### config.mk
export PLATFORM = sky130hd
export DESIGN_NAME = decoder_scan_sequencer_flat
export DESIGN_NICKNAME = d
export VERILOG_FILES = /design/src/rtl/decoder_scan_sequencer_if.sv /design/src/rtl/decoder_scan_sequencer.sv /design/src/flat_wrapper.sv
export SDC_FILE = /design/constraint.sdc
export NUM_CORES = 1
export LEC_CHECK = 0
export BUFFER_PORTS_ARGS = -buffer_cell sky130_fd_sc_hd__buf_2
export CORE_UTILIZATION = 45
export DETAILED_ROUTE_END_ITERATION = 10
export HOLD_SLACK_MARGIN = 0.12
export PLACE_DENSITY = 0.65
export SYNTH_ARGS = -nofsm -noshare
export SYNTH_HDL_FRONTEND = slang
export SYNTH_SLANG_ARGS = --single-unit
### constraint.sdc
create_clock -name clk -period 5.2 [get_ports clk]
set_input_delay 0.78 -clock clk [delete_from_list [all_inputs] [get_ports clk]]
set_output_delay 0.78 -clock clk [all_outputs]
set_load 0.01 [all_outputs]
### src/rtl/decoder_scan_sequencer_if.sv
// Control and select-code bundle between a scan controller (master) and the
// decoder_scan_sequencer (slave). Clock and reset stay outside as plain ports.
interface decoder_scan_sequencer_if #(
    parameter int DWELL_W = 8
);
    // Controls into the sequencer
    logic               start;
    logic               stop;
    logic               dir;
    logic               bounce;
    logic               loop;
    logic [DWELL_W-1:0] dwell;

    // Select code and strobes out of the sequencer
    logic               a;
    logic               b;
    logic               c;
    logic               active;
    logic               step;
    logic               done;

    modport master (
        output start, stop, dir, bounce, loop, dwell,
        input  a, b, c, active, step, done
    );

    modport slave (
        input  start, stop, dir, bounce, loop, dwell,
        output a, b, c, active, step, done
    );
endinterface

### src/rtl/decoder_scan_sequencer.sv
// Drives the {a,b,c} select code of a 3-to-8 one-hot decoder through a timed
// scan of the code range [FIRST, LAST]: up, down or bounce, single pass or
// looping, with each code held dwell+1 cycles. step marks every newly
// presented code, done marks the natural end of a single pass.
module decoder_scan_sequencer #(
    parameter int DWELL_W = 8,
    parameter int FIRST   = 0,
    parameter int LAST    = 7
) (
    input  logic                     clk,
    input  logic                     rst_n,
    decoder_scan_sequencer_if.slave  bus
);

    localparam logic [2:0] C_FIRST    = 3'(FIRST);
    localparam logic [2:0] C_LAST     = 3'(LAST);
    localparam logic [2:0] C_FIRST_P1 = 3'(FIRST + 1);
    localparam logic [2:0] C_LAST_M1  = 3'(LAST - 1);

    typedef enum logic {
        S_IDLE = 1'b0,
        S_SCAN = 1'b1
    } state_e;

    state_e             r_state;
    logic [2:0]         r_code;
    logic               r_active;
    logic               r_step;
    logic               r_done;
    logic [DWELL_W-1:0] r_cnt;

    // Scan configuration captured at start; mid-scan input changes are ignored.
    logic [DWELL_W-1:0] r_dwell;
    logic               r_down;     // current direction, 1 = counting down
    logic               r_bounce;
    logic               r_loop;
    logic               r_turned;   // a bounce reversal has happened this pass

    logic               w_dwell_done;
    logic               w_at_end;

    // Current code has been held for its full dwell time.
    assign w_dwell_done = (r_cnt == r_dwell);

    // Current code is the range end in the current direction of travel.
    assign w_at_end = r_down ? (r_code == C_FIRST) : (r_code == C_LAST);

    // Scan FSM: all outputs come straight from registers updated here.
    always_ff @(posedge clk or negedge rst_n) begin
        if (!rst_n) begin
            // NOTE: the latched configuration is reset along with the state so
            // every register has a known value; it is reloaded on each start.
            r_state  <= S_IDLE;
            r_code   <= 3'd0;
            r_active <= 1'b0;
            r_step   <= 1'b0;
            r_done   <= 1'b0;
            r_cnt    <= '0;
            r_dwell  <= '0;
            r_down   <= 1'b0;
            r_bounce <= 1'b0;
            r_loop   <= 1'b0;
            r_turned <= 1'b0;
        end else begin
            // NOTE: non-blocking assignments throughout; later assignments in
            // this block override these one-cycle strobe defaults.
            r_step <= 1'b0;
            r_done <= 1'b0;

            case (r_state)
                S_IDLE: begin
                    r_code   <= 3'd0;
                    r_active <= 1'b0;
                    r_cnt    <= '0;
                    // stop has priority over a simultaneous start
                    if (bus.start && !bus.stop) begin
                        r_state  <= S_SCAN;
                        r_dwell  <= bus.dwell;
                        r_down   <= bus.dir;
                        r_bounce <= bus.bounce;
                        r_loop   <= bus.loop;
                        r_turned <= 1'b0;
                        r_code   <= bus.dir ? C_LAST : C_FIRST;
                        r_active <= 1'b1;
                        r_step   <= 1'b1;
                    end
                end

                S_SCAN: begin
                    if (bus.stop) begin
                        // Abort: back to idle without a done strobe
                        r_state  <= S_IDLE;
                        r_code   <= 3'd0;
                        r_active <= 1'b0;
                        r_cnt    <= '0;
                    end else if (!w_dwell_done) begin
                        r_cnt <= r_cnt + DWELL_W'(1);
                    end else begin
                        r_cnt <= '0;
                        if (!w_at_end) begin
                            r_code <= r_down ? (r_code - 3'd1) : (r_code + 3'd1);
                            r_step <= 1'b1;
                        end else if (r_bounce && !(r_turned && !r_loop)) begin
                            // Reverse at the range end; the end code is not repeated
                            r_down   <= ~r_down;
                            r_turned <= 1'b1;
                            r_code   <= r_down ? C_FIRST_P1 : C_LAST_M1;
                            r_step   <= 1'b1;
                        end else if (!r_bounce && r_loop) begin
                            r_code <= r_down ? C_LAST : C_FIRST;
                            r_step <= 1'b1;
                        end else begin
                            // Natural end of a single pass
                            r_state  <= S_IDLE;
                            r_code   <= 3'd0;
                            r_active <= 1'b0;
                            r_done   <= 1'b1;
                        end
                    end
                end

                default: begin
                    r_state  <= S_IDLE;
                    r_code   <= 3'd0;
                    r_active <= 1'b0;
                    r_cnt    <= '0;
                end
            endcase
        end
    end

    assign bus.a      = r_code[2];
    assign bus.b      = r_code[1];
    assign bus.c      = r_code[0];
    assign bus.active = r_active;
    assign bus.step   = r_step;
    assign bus.done   = r_done;

endmodule

### src/flat_wrapper.sv
// flat-port wrapper written by rule: the top's interface ports become plain ports
module decoder_scan_sequencer_flat 
#(
    parameter int DWELL_W = 8,
    parameter int FIRST   = 0,
    parameter int LAST    = 7
)
  (clk, rst_n, bus_start, bus_stop, bus_dir, bus_bounce, bus_loop, bus_dwell, bus_a, bus_b, bus_c, bus_active, bus_step, bus_done);
  decoder_scan_sequencer_if #(.DWELL_W(DWELL_W)) bus_i ();
  input  logic clk;
  input  logic rst_n;
  input wire logic [$bits(bus_i.start)-1:0] bus_start;
  input wire logic [$bits(bus_i.stop)-1:0] bus_stop;
  input wire logic [$bits(bus_i.dir)-1:0] bus_dir;
  input wire logic [$bits(bus_i.bounce)-1:0] bus_bounce;
  input wire logic [$bits(bus_i.loop)-1:0] bus_loop;
  input wire logic [$bits(bus_i.dwell)-1:0] bus_dwell;
  output wire logic [$bits(bus_i.a)-1:0] bus_a;
  output wire logic [$bits(bus_i.b)-1:0] bus_b;
  output wire logic [$bits(bus_i.c)-1:0] bus_c;
  output wire logic [$bits(bus_i.active)-1:0] bus_active;
  output wire logic [$bits(bus_i.step)-1:0] bus_step;
  output wire logic [$bits(bus_i.done)-1:0] bus_done;
  assign bus_i.start = bus_start;
  assign bus_i.stop = bus_stop;
  assign bus_i.dir = bus_dir;
  assign bus_i.bounce = bus_bounce;
  assign bus_i.loop = bus_loop;
  assign bus_i.dwell = bus_dwell;
  assign bus_a = bus_i.a;
  assign bus_b = bus_i.b;
  assign bus_c = bus_i.c;
  assign bus_active = bus_i.active;
  assign bus_step = bus_i.step;
  assign bus_done = bus_i.done;
  decoder_scan_sequencer #(.DWELL_W(DWELL_W), .FIRST(FIRST), .LAST(LAST)) u_core (.clk(clk), .rst_n(rst_n), .bus(bus_i));
endmodule
# Word level (Yosys, flattened, before mapping)
# Index checks and enable logic that the tools add are counted.
# word_totals
ff_bits,27
inputBits,15
wordCells,88
# classes
n_mux,49
reduce_logical,12
eq_ne,11
add_sub_neg,3
n_bitwise,2
# op_table
op,n
$mux 1,30
$mux 3,10
$mux 8,2
$pmux 8 s2,1
$ne 3x3->1 const B,4
$pmux 1 s2,5
$add 8x1->8 const B,1
$eq 8x8->1,1
$ne 2x2->1 const B,4
$pmux 3 s2,1
$reduce_and 5->1,1
$logic_and 1x1->1,4
$logic_not 1->1,4
$reduce_and 4->1,1
$add 3x1->3 const B,1
$eq 3x3->1 const B,1
$logic_not 3->1,1
$sub 3x1->3 const B,1
$ne 2x1->1 const B,1
$not 1->1,2
$reduce_and 2->1,1

# Logic depth before layout (Yosys ltp)
# Gate-level depths: netlist of the first run.
# logic_depth
word_depth,9
ltp_mapped,5
ltp_nobuf,5

# Least setup slack after synthesis of the first run
# OpenSTA, ideal clock, no wires.
# synth_timing
path_type,input to register
startpoint,input port bus_stop
endpoint,register u_core.r_bounce
n_path_buf,1
t_required_ns,5.075
arrival_ns,1.821
setup_slack_ns,3.254
path_stages,3
setup_time_ns,0.125
cell_sequence,nor3b_1 > buf_2 > mux2_2
# synth_between
elab_chain_len,3
# synth_rtl
item,line_no,text
"start, declared",flat_wrapper.sv:13,input wire logic [$bits(bus_i.stop)-1:0] bus_stop;
$logic_not 1->1,decoder_scan_sequencer.sv:76,if (bus.start && !bus.stop) begin
$logic_and 1x1->1,decoder_scan_sequencer.sv:76,
$reduce_and 2->1 (no line),-,
"end signal, assigned",decoder_scan_sequencer.sv:80,r_bounce <= bus.bounce;
"end, declared",decoder_scan_sequencer.sv:35,logic r_bounce;
# No other way between the ends.
# A chain may end at the register's enable or synchronous reset.

# Worst setup path in the final report of the first run
# layout_timing
startpoint,register u_core.r_cnt[0]
endpoint,register u_core.r_code[0]
# layout_between
elab_chain_len,2
# layout_rtl
item,line_no,text
"start, declared",decoder_scan_sequencer.sv:30,logic [DWELL_W-1:0] r_cnt;
"start signal, assigned",decoder_scan_sequencer.sv:97,r_cnt <= r_cnt + DWELL_W'(1);
$eq 8x8->1,decoder_scan_sequencer.sv:43,assign w_dwell_done = (r_cnt == r_dwell);
$ne 3x3->1 (no line),-,
"end signal, assigned",decoder_scan_sequencer.sv:83,r_code <= bus.dir ? C_LAST : C_FIRST;
"end signal, assigned",decoder_scan_sequencer.sv:101,r_code <= r_down ? (r_code - 3'd1) : (r_code + 3'd1);
"end signal, assigned",decoder_scan_sequencer.sv:107,r_code <= r_down ? C_FIRST_P1 : C_LAST_M1;
"end, declared",decoder_scan_sequencer.sv:26,logic [2:0] r_code;
# No other way between the ends.

==> summary.log, run 1 <==
qor: timing.rsz_0062_raised_after_global_routing false
qor: run_status.violated_checks design-rule violations
qor: timing.drv_slew 0
qor: die.die_y 57.5 µm
qor: synth.mappedNetlistArea 1390 µm²
qor: cts.cts_hold_buf 0
qor: cts.worst_skew_pair.late_latency 0.32 ns
qor: critical_path.worst-r2r-cell-count 4
qor: critical_path.critical_path.max_fanout 10
qor: detailed_routing.firstDrtPassIters 7
qor: synth.yosysTopAreaCellShare 0.487
qor: die.die_area 3310 µm²
qor: detailed_routing.first_iter_violations 19
qor: die.std_cell_rows 19
qor: power_and_ir_drop.peakVddDrop 0.219 mV
qor: detailed_routing.routed_wl 2.54 mm
qor: detailed_routing.dr_total_vias 996
qor: global_routing.grt_antenna_before_repair 0
qor: cts.cts_htree_levels 1
qor: critical_path.critical_path_start_end_classification reg -> reg
qor: timing.maxClockFrequency 0.446 GHz
qor: synth.synth_top_cells_by_count 27 x dfrtp_1, 12 x xor2_1, 11 x mux2_2, 11 x nor2_1, 6 x nand2_1
qor: synth.synth.lib_cells_used.distinct 37
qor: critical_path.critical_path_required 5.42 ns
qor: finish.layout.nets 158
qor: timing.worst_pin_slew 0.959 ns
qor: finish.num_antenna_cells 0
qor: die.core_area 2830 µm²
qor: run.drv.max_cap_violation_count 0
qor: critical_path.cp_cell_sequence xor2_1, nor4_2, a21o_1, mux2_2
qor: power_and_ir_drop.power_consumption 504 µW
qor: timing.maxSlewHeadroom 0.358
qor: timing.finalHoldViolCount 0
qor: power_and_ir_drop.power_density 327 nW/µm²
qor: placed_design.number_of_i_o_port_buffers 20
qor: timing.setup_failing_eps_final 0
qor: detailed_routing.drt-vias-per-instance 5.82
qor: finish.area_growth 11.1%
qor: die.start_util 0.490
qor: critical_path.crit_path_end_kind register
qor: timing.setup_total_negative_slack 0 ns
qor: synth.async_flop_share 1.00
qor: cts.ctsResizeCount 0
qor: global_routing.grt-ovfl-total 0
qor: global_routing.grt_pass1_wl 4.51 mm
qor: cts.number_of_buffers_created_by_cts 3
qor: die.dieWidth 57.5 µm
qor: synth.ys_top_cells_by_area dfrtp_1 49%, mux2_2 8.9%, xor2_1 7.6%
qor: synth.synth.most_common_cell dfrtp_1
qor: cts.clock_sink_count 27
qor: cts.cts.root.buffer_cell clkbuf_4
qor: timing.post-route-period-util 0.431
qor: cts.clockBufferDepth 2
qor: placed_design.dp_hpwl 1.90 mm
qor: synth.synth_top_area_cell dfrtp_1
qor: synth.number_of_enable_type_register_cells_in_the_synthesized_netlist 0
qor: cts.clk_slew_on_worst_s_h_paths 0.14 ns
qor: timing.final_period_minus_worst_setup_slack 2.24 ns
qor: synth.ys_seq_area_frac 0.487
qor: critical_path.critical-path-max-stage-delay 0.75 ns
qor: run_status.run_status finished, violations left
qor: timing.fin_skew 0.00324 ns
qor: cts.tritoncts_clock_tree yes
qor: synth.synth.net_count 135
qor: synth.ys_seq_elements 27
qor: synth.syn_avg_cell_area 11.7 µm²
qor: detailed_routing.number_of_routed_nets_with_antenna_violations 0
qor: synth.dominantRegCellSynth dfrtp_1
qor: critical_path.critical_path.slowest_cell nor4_2
qor: synth.yosysWarnings 0
qor: die.pin_count 21
qor: critical_path.crit_path_arrival_time 2.46 ns
qor: finish.final_layout_size_suffix_gt1_frac 0.286
qor: detailed_routing.drc 2
qor: power_and_ir_drop.leakagePower 0.000734 µW
qor: critical_path.setup.worst_path.start_class register
qor: detailed_routing.detail_route.wl_per_cell 14.8 µm
qor: hold_path.min-delay-path-class in -> async
qor: cts.post-cts-setup-buffers 0
qor: global_routing.grt_use_total 0.178
qor: global_routing.first_global_vias 1019
qor: global_routing.pin_count_of_the_biggest_net_entering_global_routing 28
qor: synth.post_synth_inst_count 118
qor: placed_design.place_congestion 0.738
[metal layers]
layer  GRT usage  routed length, µm  up-vias
li1            -                  -      470
met1       0.240               1190      496
met2       0.291               1210       26
met3      0.0317                112        4
met4      0.0627                 27        0
met5           0                  0        -
[cell families (layout without fill, tap and decap cells)]
family	count (synthesis)	after routing	share of synthesized area
and+or+nand+nor	40	40	0.167
DFF	27	27	0.487
AOI/OAI and AO/OA	19	19	0.111
xor gates and xnor gates	15	15	0.105
muxes	11	11	0.0894
buffers and inverters	4	26	0.0171
adders and majority gates	2	2	0.0235
[path summary, 6_finish.rpt]
path	startpoint	endpoint	slack, ns
worst max-delay path	u_core.r_cnt[0]	u_core.r_code[0]	2.96
worst min-delay path	rst_n	u_core.r_code[1]	0.44
worst max register to register	u_core.r_cnt[0]	u_core.r_code[0]	2.96
worst min register to register	u_core.bus.active	u_core.bus.active	0.49
max in group asynchronous	rst_n	u_core.r_loop	4.38
min in group clk	u_core.bus.active	u_core.bus.active	0.49
[layout make-up]
type | instances | area, µm²
Clock buffer | 4 | 26.3
Fill cell | 260 | 1290
Inverter | 2 | 7.51
Multi-Input combinational cell | 87 | 692
Sequential cell | 27 | 676
Tap cell | 31 | 38.8
Timing Repair Buffer | 20 | 100
[flip-flops by register name (all words and copies together) (netlist names)]
signal             cells
u_core.bus.done        1
u_core.r_down          1
u_core.r_turned        1
u_core.r_state         1
u_core.r_cnt           8
u_core.bus.step        1
u_core.r_dwell         8
u_core.bus.active      1
u_core.r_bounce        1
u_core.r_loop          1
u_core.r_code          3
[layout by cell type (no fill, tap or decap), types with 3 or more instances in the layout]
master | netlist | routed
buf_2 | 1 | 20
nor2_1 | 11 | 11
nand2_1 | 6 | 6
and2_1 | 3 | 3
mux2_2 | 11 | 11
dfrtp_1 | 27 | 27
a31oi_1 | 3 | 3
nand3_1 | 4 | 4
nor2b_1 | 3 | 3
clkbuf_4 | 0 | 3
xor2_1 | 12 | 12
[power by group]
part	internal, µW	total, µW	switching (µW)
clock network	30.0	88.2	58.2
logic	74.3	141	67.0
registers	240	275	34.5
total	345	504	160
[through the flow]
step / worst slack, ns / std cells / hold slack [ns] / util / instance area (µm²)
after floorplan: 3.25 / 118 / 0.479 / - / 1390
after global placement: 2.94 / 167 / 0.459 / 0.535 / 1510
after detailed placement: 2.87 / 167 / 0.466 / 0.535 / 1510
after CTS: 2.95 / 171 / 0.444 / 0.544 / 1540
after global routing: 2.81 / 171 / 0.460 / 0.544 / 1540
final: 2.96 / 171 / 0.441 / 0.544 / 1540
[worst max-delay path: cells and delay by family, from the launching register on]
| family | cells | cell delay [ns] |
|---|---|---|
| simple gates | 1 | 0.75 |
| flops | 1 | 0.45 |
| compound gates | 1 | 0.39 |
| mux | 1 | 0.37 |
| xor+xnor | 1 | 0.18 |
No activity file was read; power rests on OpenSTA's default activity.
==> inputs of run 2 (changes only) <==
--- a/config.mk
+++ b/config.mk
@@ -9,7 +9,7 @@
 export CORE_UTILIZATION = 45
 export DETAILED_ROUTE_END_ITERATION = 10
 export HOLD_SLACK_MARGIN = 0.12
-export PLACE_DENSITY = 0.65
+export PLACE_DENSITY = 0.68
 export SYNTH_ARGS = -nofsm -noshare
 export SYNTH_HDL_FRONTEND = slang
 export SYNTH_SLANG_ARGS = --single-unit
==> constraint.sdc (replaced) <==
create_clock -name clk -period 1.9 [get_ports clk]
set_input_delay 0.285 -clock clk [delete_from_list [all_inputs] [get_ports clk]]
set_output_delay 0.285 -clock clk [all_outputs]
set_load 0.01 [all_outputs]
==> run 2 against run 1 <==
  * The flow now finishes without violations
  * Critical path depth unchanged
  * Sequential power rose to 2.7 times the previous value
  * Die area unchanged
  * Clock skew shrank 0.0015 ns
  * Count of clock-buffer cells in the layout unchanged
  * Critical endpoint unchanged
  * Largest cell class unchanged
  * Largest power group unchanged
==> summary.log, run 2 (synthesized netlist as in run 1, its figures left out) <==
qor: detailed_routing.drt-vias-per-instance 5.57
qor: run.drv.max_cap_violation_count 0
qor: timing.drv_slew 0
qor: critical_path.critical_path.reg2reg.startpoint u_core.r_down
qor: finish.area_growth 16.2%
qor: cts.cts_htree_levels 1
qor: critical_path.critical_path_required 2.13 ns
qor: global_routing.grt-ovfl-total 0
qor: critical_path.critical_path_start_end_classification reg -> reg
qor: die.std_cell_rows 19
qor: timing.worst_pin_slew 0.584 ns
qor: placed_design.dp_hpwl 1.92 mm
qor: global_routing.pin_count_of_the_biggest_net_entering_global_routing 28
qor: critical_path.worst-r2r-cell-count 4
qor: hold_path.min_from bus_dwell[7]
qor: critical_path.cp_cell_sequence or4b_4, a221oi_4, o31ai_1, mux2_2
qor: detailed_routing.dr_total_vias 1003
qor: critical_path.critical_path.slowest_cell or4b_4
qor: finish.postLayoutCoreUtil 0.569
qor: hold_path.min_to u_core.r_dwell[7]
qor: detailed_routing.number_of_routed_nets_with_antenna_violations 0
qor: cts.clockBufferDepth 2
qor: global_routing.grt_pass1_wl 4.33 mm
qor: finish.mostFrequentLayoutCell dfrtp_1
qor: critical_path.crit_path_end_kind register
qor: finish.register_area 676 µm²
qor: cts.number_of_buffers_created_by_cts 3
qor: die.dieWidth 57.5 µm
qor: critical_path.crit_path_arrival_time 2.04 ns
qor: cts.tritoncts_clock_tree yes
qor: cts.worst_skew_pair.late_latency 0.32 ns
qor: timing.setup_failing_eps_final 0
qor: critical_path.timing.rr.end u_core.r_code[0]
qor: hold_path.min_path_cells 2
qor: power_and_ir_drop.power_consumption 1430 µW
qor: critical_path.critical_path.max_fanout 5
qor: placed_design.place_congestion 0.884
qor: timing.rsz_0062_raised_after_global_routing false
qor: timing.maxClockFrequency 0.551 GHz
qor: finish.final_layout_size_suffix_gt1_frac 0.322
qor: detailed_routing.detail_route.wl_per_cell 14.5 µm
qor: cts.clock_sink_count 27
qor: power_and_ir_drop.power_density 890 nW/µm²
qor: timing.maxSlewHeadroom 0.611
qor: die.die_y 57.5 µm
qor: global_routing.grt_antenna_before_repair 0
qor: power_and_ir_drop.leakagePower 0.000779 µW
qor: timing.setup_total_negative_slack 0 ns
qor: finish.post-route-cell-area 1610 µm²
qor: timing.finalHoldViolCount 0
qor: power_and_ir_drop.peakVddDrop 0.585 mV
qor: cts.cts_hold_buf 1
qor: run_status.run_status finished clean
qor: finish.registers_with_the_most_flip_flops u_core.r_cnt x8, u_core.r_dwell x8, u_core.r_code x3
qor: critical_path.setup.worst_path.start_class register
qor: detailed_routing.routed_wl 2.61 mm
qor: critical_path.worst-path-buf-inv 0
qor: detailed_routing.first_iter_violations 26
qor: finish.top_library_cells_by_usage_in_the_layout_fill_and_taps_aside 27 x dfrtp_1, 20 x buf_2, 12 x xor2_1, 11 x nor2_1, 11 x mux2_2
qor: critical_path.critical-path-max-stage-delay 0.54 ns
qor: die.core_area 2830 µm²
qor: cts.clk_slew_on_worst_s_h_paths 0.14 ns
qor: die.die_area 3310 µm²
qor: detailed_routing.firstDrtPassIters 4
qor: critical_path.worst-r2r-setup-slack 0.09 ns
qor: timing.fin_skew 0.00177 ns
qor: critical_path.cpLargestDelayFamily simple AND/OR/NAND/NOR gates
qor: die.start_util 0.490
qor: finish.num-fill-cells 254
qor: global_routing.first_global_vias 946
qor: die.pin_count 21
qor: finish.multi_input_area 692 µm²
qor: cts.cts.root.buffer_cell clkbuf_4
qor: placed_design.number_of_i_o_port_buffers 20
qor: placed_design.post_dp_cell_area 1570 µm²
qor: global_routing.grt_use_total 0.174
qor: timing.final_period_minus_worst_setup_slack 1.81 ns
qor: cts.post-cts-setup-buffers 0
qor: detailed_routing.drc 0
qor: finish.num_antenna_cells 0
qor: hold_path.min-delay-path-class in -> reg
qor: cts.ctsResizeCount 0
qor: timing.post-route-period-util 0.955
qor: finish.layout.nets 167
-- run 2: cell types whose count changed in the layout (fill, tap and decap cells not counted), sizes merged --
cell         before  now
buf              20   28
dlygate4sd3       0    1
-- run 2: layout make-up --
class                      count  share of cell area
multi-input combinational     87               0.430
sequential                    27               0.420
timing repair buffer          29               0.106
tap                           31              0.0241
clock buffer                   4              0.0163
inverter                       2             0.00466
-- run 2: stage by stage --
stage / setup WS, ns / hold WS [ns] / std cells
2_1_floorplan: 0.0377 / -0.0106 / 118
3_3_place_gp: 0.166 / 0.319 / 175
3_5_place_dp: 0.113 / 0.326 / 175
4_1_cts: 0.0874 / 0.169 / 180
5_1_grt: 0.0410 / 0.160 / 180
6_report: 0.0859 / 0.180 / 180
-- run 2: how the worst max path moves through the flow --
stage / startpoint / endpoint / slack (ns) / depth (start not counted)
2_1_floorplan: u_core.r_cnt[0] / u_core.r_code[0] / 0.04 / 5
3_3_place_gp: u_core.r_code[2] / u_core.r_code[0] / 0.17 / 4
3_5_place_dp: u_core.r_down / u_core.r_code[0] / 0.11 / 4
4_1_cts: u_core.r_down / u_core.r_code[0] / 0.09 / 4
5_1_grt: u_core.r_down / u_core.r_code[0] / 0.04 / 4
6_report: u_core.r_down / u_core.r_code[0] / 0.09 / 4
-- run 2: per-layer routing --
| metal | up-vias | GRT usage | wire (µm) |
|---|---|---|---|
| li1 | 482 | - | - |
| met1 | 487 | 0.244 | 1180 |
| met2 | 29 | 0.269 | 1240 |
| met3 | 5 | 0.0204 | 135 |
| met4 | 0 | 0.0836 | 51 |
| met5 | - | 0 | 0 |
-- run 2: where the power goes --
part | switching, µW | internal, µW
clock network | 165 | 82.3
logic | 216 | 238
registers | 73.5 | 658
==> inputs of run 3 (changes only) <==
--- a/config.mk
+++ b/config.mk
@@ -10,6 +10,7 @@
 export DETAILED_ROUTE_END_ITERATION = 10
 export HOLD_SLACK_MARGIN = 0.12
 export PLACE_DENSITY = 0.68
+export SETUP_SLACK_MARGIN = 0.15
 export SYNTH_ARGS = -nofsm -noshare
 export SYNTH_HDL_FRONTEND = slang
 export SYNTH_SLANG_ARGS = --single-unit
==> run 3 against run 2 <==
  * The flow now finishes with violations (design-rule violations)
  * Worst setup slack better by 0.058 ns
  * First-iteration DRC count fell by 35%
  * Cell count increased by 2.8%
  * Critical path depth unchanged
  * Via count is 3.1% higher
  * Wire length grew 4.0%
  * Clock skew rose by 0.0031 ns
  * Clock power about the same
  * Maximum frequency increased by 3.3%
  * Register-to-register slack improved by 0.06 ns
  * Cell area grew 3.8%
  * Critical endpoint is now u_core.r_state
==> summary.log, run 3 (synthesized netlist as in run 1, its figures left out) <==
qor: run_status.run_status finished, violations left
qor: run_status.violated_checks design-rule violations
qor: critical_path.worst-r2r-cell-count 4
qor: finish.postLayoutCoreUtil 0.591
qor: cts.worst_skew_pair.late_latency 0.32 ns
qor: placed_design.number_of_i_o_port_buffers 20
qor: timing.finalHoldViolCount 0
qor: detailed_routing.drt-vias-per-instance 5.59
qor: detailed_routing.number_of_routed_nets_with_antenna_violations 0
qor: hold_path.min_path_cells 2
qor: detailed_routing.firstDrtPassIters 7
qor: critical_path.critical_path_required 2.12 ns
qor: power_and_ir_drop.leakagePower 0.000809 µW
qor: placed_design.dp_hpwl 1.99 mm
qor: cts.number_of_buffers_created_by_cts 3
qor: detailed_routing.detail_route.wl_per_cell 14.7 µm
qor: critical_path.critical_path.max_fanout 4
qor: global_routing.grt-ovfl-total 0
qor: finish.final_layout_size_suffix_gt1_frac 0.370
qor: hold_path.min-delay-path-class in -> reg
qor: detailed_routing.met1_length 1.31 mm
qor: detailed_routing.drc 1
qor: die.std_cell_rows 19
qor: timing.setup_total_negative_slack 0 ns
qor: finish.top_library_cells_by_usage_in_the_layout_fill_and_taps_aside 25 x dfrtp_1, 20 x buf_2, 13 x buf_4, 12 x xor2_1
qor: cts.clk_slew_on_worst_s_h_paths 0.14 ns
qor: critical_path.critical_path.slowest_cell or4b_4
qor: cts.cts_htree_levels 1
qor: finish.mostFrequentLayoutCell dfrtp_1
qor: timing.worst_pin_slew 0.586 ns
qor: power_and_ir_drop.power_density 884 nW/µm²
qor: cts.tritoncts_clock_tree yes
qor: timing.finalHoldWorstSlack 0.186 ns
qor: die.die_y 57.5 µm
qor: die.dieWidth 57.5 µm
qor: die.core_area 2830 µm²
qor: critical_path.critical-path-max-stage-delay 0.56 ns
qor: detailed_routing.routed_met3_length 107 µm
qor: critical_path.crit_path_end_kind register
qor: timing.final_period_minus_worst_setup_slack 1.76 ns
qor: placed_design.place_congestion 0.852
qor: timing.fin_skew 0.00485 ns
qor: cts.clock_sink_count 27
qor: timing.maxSlewHeadroom 0.609
qor: global_routing.pin_count_of_the_biggest_net_entering_global_routing 28
qor: detailed_routing.route.top_layer_used met4
qor: timing.rsz_0062_raised_after_global_routing true
qor: critical_path.setup.worst_path.start_class register
qor: run.drv.max_cap_violation_count 0
qor: finish.registers_with_the_most_flip_flops u_core.r_cnt x8, u_core.r_dwell x8, u_core.r_code x3
qor: critical_path.cp_cell_sequence or4b_4, a221oi_4, a31oi_1, or2_1
qor: detailed_routing.met2_length 1.27 mm
qor: cts.cts.root.buffer_cell clkbuf_4
qor: finish.num_antenna_cells 0
qor: timing.maxClockFrequency 0.569 GHz
qor: global_routing.grt_pass1_wl 4.66 mm
qor: detailed_routing.routed_wl 2.71 mm
qor: critical_path.crit_path_arrival_time 1.98 ns
qor: finish.num-fill-cells 242
qor: power_and_ir_drop.peakVddDrop 0.410 mV
qor: global_routing.grt_use_total 0.184
qor: die.pin_count 21
qor: power_and_ir_drop.power_consumption 1480 µW
qor: global_routing.first_global_vias 1046
qor: finish.layout.nets 172
qor: die.die_area 3310 µm²
qor: timing.post-route-period-util 0.924
qor: finish.area_growth 20.6%
qor: detailed_routing.dr_total_vias 1034
qor: die.start_util 0.490
qor: timing.setup_failing_eps_final 0
qor: global_routing.grt_antenna_before_repair 0
qor: critical_path.critical_path_start_end_classification reg -> reg
qor: cts.clockBufferDepth 2
qor: timing.drv_slew 0
qor: detailed_routing.first_iter_violations 17
## run 3: changes by cell type in the layout (fill, tap and decap cells not counted)
cell,delta
nor4_4,+2
dfrtp_1,-2
nor4_2,-2
and4_4,+1
dfrtp_2,+2
clkbuf_1,-1
buf_4,+5
and4_1,-1
clkinv_2,+1
## run 3: area by class of cell
cell class / instances / area [µm²] / area share
Clock buffer: 3 / 22.5 / 0.0135
Clock inverter: 1 / 5.00 / 0.00299
Inverter: 2 / 7.51 / 0.00449
Multi-Input combinational cell: 87 / 712 / 0.426
Sequential cell: 27 / 678 / 0.406
Tap cell: 31 / 38.8 / 0.0232
Timing Repair Buffer: 34 / 208 / 0.124
## run 3: worst max-delay path, delay by kind of cell, from the launching register on
family / cells / cell delay (ns)
AND/OR/NAND/NOR: 2 / 0.78
flip-flops: 1 / 0.43
AO/OA/AOI/OAI: 2 / 0.45
## run 3: power breakdown
part           total (µW)  switching, µW  leakage [µW]  internal, µW
clock network         244            166     0.0000177          78.8
registers             731           71.4      0.000343           660
logic                 501            240      0.000448           261
## run 3: layer usage
metal | track usage | vias to the layer above
met4 | 0.0767 | 0
met3 | 0.0227 | 4
met2 | 0.297 | 32
li1 | - | 496
met5 | 0 | -
met1 | 0.249 | 502
## run 3: final timing paths
check                                  start                 to  slack, ns
max in group asynchronous              rst_n   u_core.r_code[2]       1.01
max reg2reg                 u_core.r_code[2]     u_core.r_state       0.14
min reg2reg                u_core.bus.active  u_core.bus.active       0.51
min in group asynchronous              rst_n  u_core.r_dwell[0]       0.48
max                         u_core.r_code[2]     u_core.r_state       0.14
min                             bus_dwell[6]  u_core.r_dwell[6]       0.19
## run 3: per-stage QoR
| step | cells | area [µm²] | worst slack [ns] |
|---|---|---|---|
| finish | 185 | 1670 | 0.144 |
| global route | 185 | 1670 | 0.0527 |
| CTS | 185 | 1670 | 0.110 |
| detailed placement | 175 | 1590 | 0.110 |
| global placement | 175 | 1590 | 0.150 |
| floorplan | 118 | 1410 | 0.148 |
## run 3: what timing repair did
action / in CTS / in global routing
setup endpoints to repair: 5 / 8
resized for setup: 0 / 1
buffers inserted: 5 / 0
pin swaps: 6 / 3
endpoints found under the hold margin: 27 / 0
cloned: 0 / 0
hold buffers: 1 / 0
